$ cat src/rtl/reg_file_pkg.sv
// Shared register-file types and default sizing, used by reg_file, the ALU and
// the decoder so that all three agree on word and register-address widths.
package reg_file_pkg;

    localparam int XLEN       = 32;
    localparam int NREGS      = 32;
    localparam int REG_ADDR_W = $clog2(NREGS);

    typedef logic [REG_ADDR_W-1:0] reg_addr_t;
    typedef logic [XLEN-1:0]       xlen_word_t;

endpackage : reg_file_pkg

$ cat src/rtl/reg_file_if.sv
// Register-file port bundle: two combinational read ports and one write port.
// The master is the datapath (decoder/writeback); the slave is reg_file.
interface reg_file_if #(
    parameter int XLEN   = reg_file_pkg::XLEN,
    parameter int ADDR_W = reg_file_pkg::REG_ADDR_W
);

    logic [ADDR_W-1:0] A1;   // rs1
    logic [ADDR_W-1:0] A2;   // rs2
    logic [ADDR_W-1:0] A3;   // rd
    logic [XLEN-1:0]   WD3;  // writeback data
    logic              WE3;  // RegWrite
    logic [XLEN-1:0]   RD1;  // to ALU SrcA
    logic [XLEN-1:0]   RD2;  // to SrcB mux / store data

    modport master (output A1, A2, A3, WD3, WE3, input RD1, RD2);
    modport slave  (input A1, A2, A3, WD3, WE3, output RD1, RD2);

endinterface : reg_file_if

$ cat src/rtl/reg_file.sv
// RISC-V style integer register file: x0 hard-wired to zero, x1..x(NREGS-1)
// stored in flops, two combinational read ports, one synchronous write port.
// Optional feature: define REG_FILE_BYPASS_EN to forward same-cycle write data
// onto a read port whose address matches the write address. Storage and write
// behaviour are identical with or without the macro.
module reg_file #(
    parameter int XLEN  = reg_file_pkg::XLEN,
    parameter int NREGS = reg_file_pkg::NREGS
) (
    input  logic       clk,
    input  logic       rst_n,
    reg_file_if.slave  bus
);

    localparam int AW = $clog2(NREGS);

    // x0 has no storage; index range starts at 1.
    logic [XLEN-1:0] regs_q [1:NREGS-1];
    logic [XLEN-1:0] regs_d [1:NREGS-1];

    // Writes are armed only from the second edge after reset release, so a
    // write presented on the edge where reset goes away never lands.
    logic wr_arm_q;
    logic wr_arm_d;
    logic wr_en;

    logic [XLEN-1:0] rd1;
    logic [XLEN-1:0] rd2;

    // Stored-value lookup; address 0 and any unmapped address read as zero.
    function automatic logic [XLEN-1:0] stored_value(input logic [AW-1:0] addr);
        stored_value = '0;
        for (int i = 1; i < NREGS; i++) begin
            if (addr == AW'(i)) stored_value = regs_q[i];
        end
    endfunction

    // Next-state for storage and the write-arm flag.
    always_comb begin
        // NOTE: every combinational output gets a default first so no path
        // leaves it unassigned, which would otherwise infer a latch.
        regs_d   = regs_q;
        wr_arm_d = 1'b1;
        wr_en    = bus.WE3 && wr_arm_q && (bus.A3 != '0);
        for (int i = 1; i < NREGS; i++) begin
            if (wr_en && (bus.A3 == AW'(i))) regs_d[i] = bus.WD3;
        end
    end

    // State registers; reset clears every register without a clock edge.
    always_ff @(posedge clk or negedge rst_n) begin
        if (!rst_n) begin
            // NOTE: this storage array is reset on purpose: architectural
            // registers must read zero after reset, so it cannot map to RAM.
            for (int i = 1; i < NREGS; i++) begin
                regs_q[i] <= '0;
            end
            wr_arm_q <= 1'b0;
        end else begin
            // NOTE: sequential state uses non-blocking assignments so every
            // flop samples its pre-edge inputs regardless of statement order.
            regs_q   <= regs_d;
            wr_arm_q <= wr_arm_d;
        end
    end

    // Read muxes, with optional same-cycle forwarding from the write port.
    always_comb begin
        rd1 = stored_value(bus.A1);
        rd2 = stored_value(bus.A2);
`ifdef REG_FILE_BYPASS_EN
        // wr_en already excludes x0, so a forwarded read is never address 0.
        if (wr_en && (bus.A1 == bus.A3)) rd1 = bus.WD3;
        if (wr_en && (bus.A2 == bus.A3)) rd2 = bus.WD3;
`endif
    end

    assign bus.RD1 = rd1;
    assign bus.RD2 = rd2;

endmodule : reg_file

$ cat src/flat_wrapper.sv
// flat-port wrapper written by rule: the top's interface ports become plain ports
module reg_file_flat import reg_file_pkg::*;
#(
    parameter int XLEN  = reg_file_pkg::XLEN,
    parameter int NREGS = reg_file_pkg::NREGS
)
  (clk, rst_n, bus_A1, bus_A2, bus_A3, bus_WD3, bus_WE3, bus_RD1, bus_RD2);
  reg_file_if #(.XLEN(XLEN), .ADDR_W(REG_ADDR_W)) bus_i ();
  input  logic clk;
  input  logic rst_n;
  input wire logic [$bits(bus_i.A1)-1:0] bus_A1;
  input wire logic [$bits(bus_i.A2)-1:0] bus_A2;
  input wire logic [$bits(bus_i.A3)-1:0] bus_A3;
  input wire logic [$bits(bus_i.WD3)-1:0] bus_WD3;
  input wire logic [$bits(bus_i.WE3)-1:0] bus_WE3;
  output wire logic [$bits(bus_i.RD1)-1:0] bus_RD1;
  output wire logic [$bits(bus_i.RD2)-1:0] bus_RD2;
  assign bus_i.A1 = bus_A1;
  assign bus_i.A2 = bus_A2;
  assign bus_i.A3 = bus_A3;
  assign bus_i.WD3 = bus_WD3;
  assign bus_i.WE3 = bus_WE3;
  assign bus_RD1 = bus_i.RD1;
  assign bus_RD2 = bus_i.RD2;
  reg_file #(.XLEN(XLEN), .NREGS(NREGS)) u_core (.clk(clk), .rst_n(rst_n), .bus(bus_i));
endmodule
$ cat config.mk
export PLATFORM = sky130hd
export DESIGN_NAME = reg_file_flat
export DESIGN_NICKNAME = d
export VERILOG_FILES = /design/src/rtl/reg_file_pkg.sv /design/src/rtl/reg_file_if.sv /design/src/rtl/reg_file.sv /design/src/flat_wrapper.sv
export SDC_FILE = /design/constraint.sdc
export NUM_CORES = 2
export LEC_CHECK = 0
export ABC_AREA = 0
export CORE_ASPECT_RATIO = 1.5
export CORE_UTILIZATION = 54
export CTS_CLUSTER_SIZE = 16
export DETAILED_ROUTE_END_ITERATION = 6
export PLACE_DENSITY = 0.7
export RECOVER_POWER = 25
export SETUP_SLACK_MARGIN = 0.02
export SLEW_MARGIN = 20
export SYNTH_ARGS = -nofsm -noshare
export SYNTH_HDL_FRONTEND = slang
export SYNTH_SLANG_ARGS = --single-unit
$ cat constraint.sdc
create_clock -name clk -period 4.2 [get_ports clk]
set_input_delay 0.63 -clock clk [delete_from_list [all_inputs] [get_ports clk]]
set_output_delay 0.63 -clock clk [all_outputs]
set_load 0.02 [all_outputs]
==> results_dict.tcl <==
set metrics [dict create \
    required_ns 3.57 \
    drc_errors 81 \
    cts_tree "done" \
    synth_fa_ha_area_share_pct 0 \
    ir_drop_v 0.0004058 \
    yosys.cell_types.count 93 \
    track_usage_pct 57.80 \
    yosys.area_share.simple_pct 8.436 \
    cts_sinks 993 \
    fin_crit_sh_pct 102.7 \
    h-tree-depth 3 \
    synth_seq_cells 993 \
    post-place-ws_ns -0.6539 \
    yosys-top-cells-area "dfrtp_1 (45%), mux2_2 (21%), o21ai_0 (3.0%)" \
    netlist_area_mm2 0.05498 \
    synth_area_leader_cell "dfrtp_1" \
    slew_headroom_pct -78.32 \
    grt_pass1_vias 55130 \
    dr.pass1.iters 7 \
    grt_pass1_wl_um 418700 \
    synth_top_family_by_area "multiplexers" \
    synth_compound_area_share_pct 19.50 \
    antenna_found_initial 19 \
    numPortBuffers 113 \
    place_congestion 1.119 \
    top_level_ports 114 \
    cts_buffer_depth 3 \
    synth.area.mux_share_pct 22.66 \
    violations "DRC, capacitance limit, slew limit, setup timing" \
    setup_ws_ns -0.1126 \
    outcome "complete, but fails checks" \
    final_nets 6104 \
    num_vias 56610 \
    cp-start-kind "input port" \
    slew_viol_final 88 \
    path_class "input port to output port" \
    drive_gt1_share_pct 41.49 \
    synth_top_area_share_pct 45.20 \
    grt_max_degree 90 \
    clk_pin_slew_ns 0.06 \
    synth_edf_count 0 \
    endpoint_kind "output port" \
    fin_area_mm2 0.06951 \
    maxCapViolations 1 \
    setup_viol 10 \
    hold_path.class "flop to flop" \
    rows 143 \
    die_height_um 392.8 \
    yosysWarningCount 0 \
    die_w_um 262.5 \
    p_per_area_mw_per_mm2 392.8 \
    ant_nets 0 \
    drt-vias-per-instance 7.593 \
    clk_latency_ns 0.79 \
    syn_nets 5257 \
    cp.arrival_ns 3.68 \
    clock_skew_ns 0.03005 \
    grt_overflow 0 \
    cp_slowest_cell "mux2_2" \
    wl_per_cell_um 40.37 \
    route.final.wire_length_um 301000 \
    drt_iter0_drc 10290 \
    avgSynthCellArea_um2 10.56 \
    cp_max_fo 13 \
    dpl-instance-area_mm2 0.06536 \
    dp_hpwl_um 221000 \
    leakage_nw 31.98 \
    postSynthCellCount 5207 \
    path_cells "buf_8, buf_4, buf_4, mux2_2, a22oi_1, o221ai_1, a21oi_1, nor2_1, buf_4, a21oi_4, a31oi_2, buf_4, dlygate4sd2_1" \
    finalHoldViolCount 0 \
    worst_slew_pin_slew_ns 2.675 \
    dp.cells 7249 \
    worst_path_most_repeated_cell "buf_4" \
    final-instance-count-excl-fill 7456 \
    core_area_mm2 0.1011 \
    r2r_setup_slack_ns 1.72 \
    numCtsBuffers 98 \
    design_power_total_mw 27.30 \
    critical_path.max_stage_delay_ns 0.37 \
    initial_core_util_pct 54.39 \
    fmax_ghz 0.2319 \
    synth_flop_cell "dfrtp_1" \
    async_flop_share_pct 100.0 \
    rsz0062_at_grt "yes" \
    period_minus_slack_ns 4.313 \
    clk_root_buffer_cell "clkbuf_16" \
    ys_seq_area_share_pct 45.20 \
    die_area_mm2 0.1031 \
    synth-xor-area-share_pct 0 \
    area_delta_synth_final_pct 26.43 \
]
[placed cells by master (no fill, tap or decap), types with 34 or more instances in the layout]
master,count
a221oi_1,78
nor2_1,242
mux2i_1,107
clkbuf_16,100
o22ai_1,200
nor3_1,75
buf_4,1033
nor2b_1,34
mux2_2,1005
buf_12,94
dfrtp_1,991
o21ai_0,322
a21oi_1,314
o221ai_1,72
a31oi_1,34
a22oi_1,123
o211ai_1,42
a22o_1,35
dlygate4sd2_1,35
nand3_1,68
nand2_1,266
[cell type report]
class                   instances  area (um^2)
diodes                         17        42.54
well taps                    1305         1633
repair buffers               1253        10730
flip-flops and latches        993        24850
clock inverters                57        783.3
fillers                      7885        31580
inverters                      23        87.58
clock buffers                 123         2689
multi-input cells            3685        28690
[flip-flops by register name, summed over array words and instances (netlist names)]
signal and count:
u_core.wr_arm_q 1, u_core.regs_q 992
[per-layer routing]
| layer | wire length (um) | vias up | share of wire [%] | global-route usage, % |
|---|---|---|---|---|
| li1 | - | 21480 | - | - |
| met4 | 36580 | 16 | 12 | 54.78 |
| met2 | 123000 | 5440 | 41 | 82.60 |
| met1 | 99380 | 27890 | 33 | 67.03 |
| met3 | 41880 | 1781 | 14 | 21.01 |
| met5 | 178 | - | 0.059 | 0 |
[power breakdown]
part           internal (mW)  leakage (nW)  switching [mW]
Clock                   5.50          1.67            4.31
Sequential              10.8          13.2            1.43
Combinational           2.30          17.1            2.94
[metrics by stage]
step,setup TNS [ns],util (%),hold slack (ns)
after floorplan,0,-,0.3344
after global placement,-15.10,64.65,0.4865
after detailed placement,-13.39,64.66,0.5025
after CTS,-0.01309,68.56,0.5167
after global routing,-0.1711,68.73,0.5364
final,-0.4522,68.76,0.5212
[cell families after synthesis]
| group | after synthesis |
|---|---|
| other | 1 |
| buffers and inverters | 529 |
| and+or+nand+nor | 952 |
| muxes | 1115 |
| DFF | 993 |
| AOI/OAI and AO/OA | 1617 |
[critical path, delay by kind of cell]
family                 cells  cell delay [ns]
AO/OA/AOI/OAI              5             1.16
buffers and inverters      6             1.38
AND/OR/NAND/NOR            1             0.09
multiplexers               1             0.37
[timing repair]
item,in CTS,in global routing
setup endpoints to repair,61,47
hold endpoints to repair,48,0
gates resized for setup,148,90
pin swaps,9,14
setup buffers,5,4
hold buffers,1,0
[synthesized netlist by cell type (13+ instances only)]
library cell / number
a211oi_1: 33
a21o_1: 34
a21oi_1: 325
a221o_1: 26
a221oi_1: 86
a222oi_1: 19
a22o_1: 35
a22oi_1: 124
a31oi_1: 37
a32oi_1: 15
and3_1: 26
buf_1: 63
buf_2: 145
buf_4: 23
clkbuf_1: 267
dfrtp_1: 993
inv_1: 18
mux2_2: 1005
mux2i_1: 107
nand2_1: 272
nand2b_1: 30
nand3_1: 75
nand4_1: 13
nor2_1: 288
nor2b_1: 39
nor3_1: 84
nor4_1: 20
o2111ai_1: 15
o211ai_1: 42
o21a_1: 30
o21ai_0: 332
o21ai_1: 28
o221ai_1: 76
o22a_1: 15
o22ai_1: 202
o2bb2ai_1: 19
o31ai_1: 29
o32ai_1: 13
[worst paths after layout]
check	start	endpoint	cells after the start
min reg2reg	u_core.regs_q[462]	u_core.regs_q[462]	1
min in group asynchronous	rst_n	u_core.regs_q[84]	2
max	bus_A1[0]	bus_RD1[4]	13
max in group asynchronous	rst_n	u_core.regs_q[602]	4
min	u_core.regs_q[462]	u_core.regs_q[462]	1
max reg2reg	u_core.wr_arm_q	u_core.regs_q[644]	6
Power figures use the tool's default switching activity.
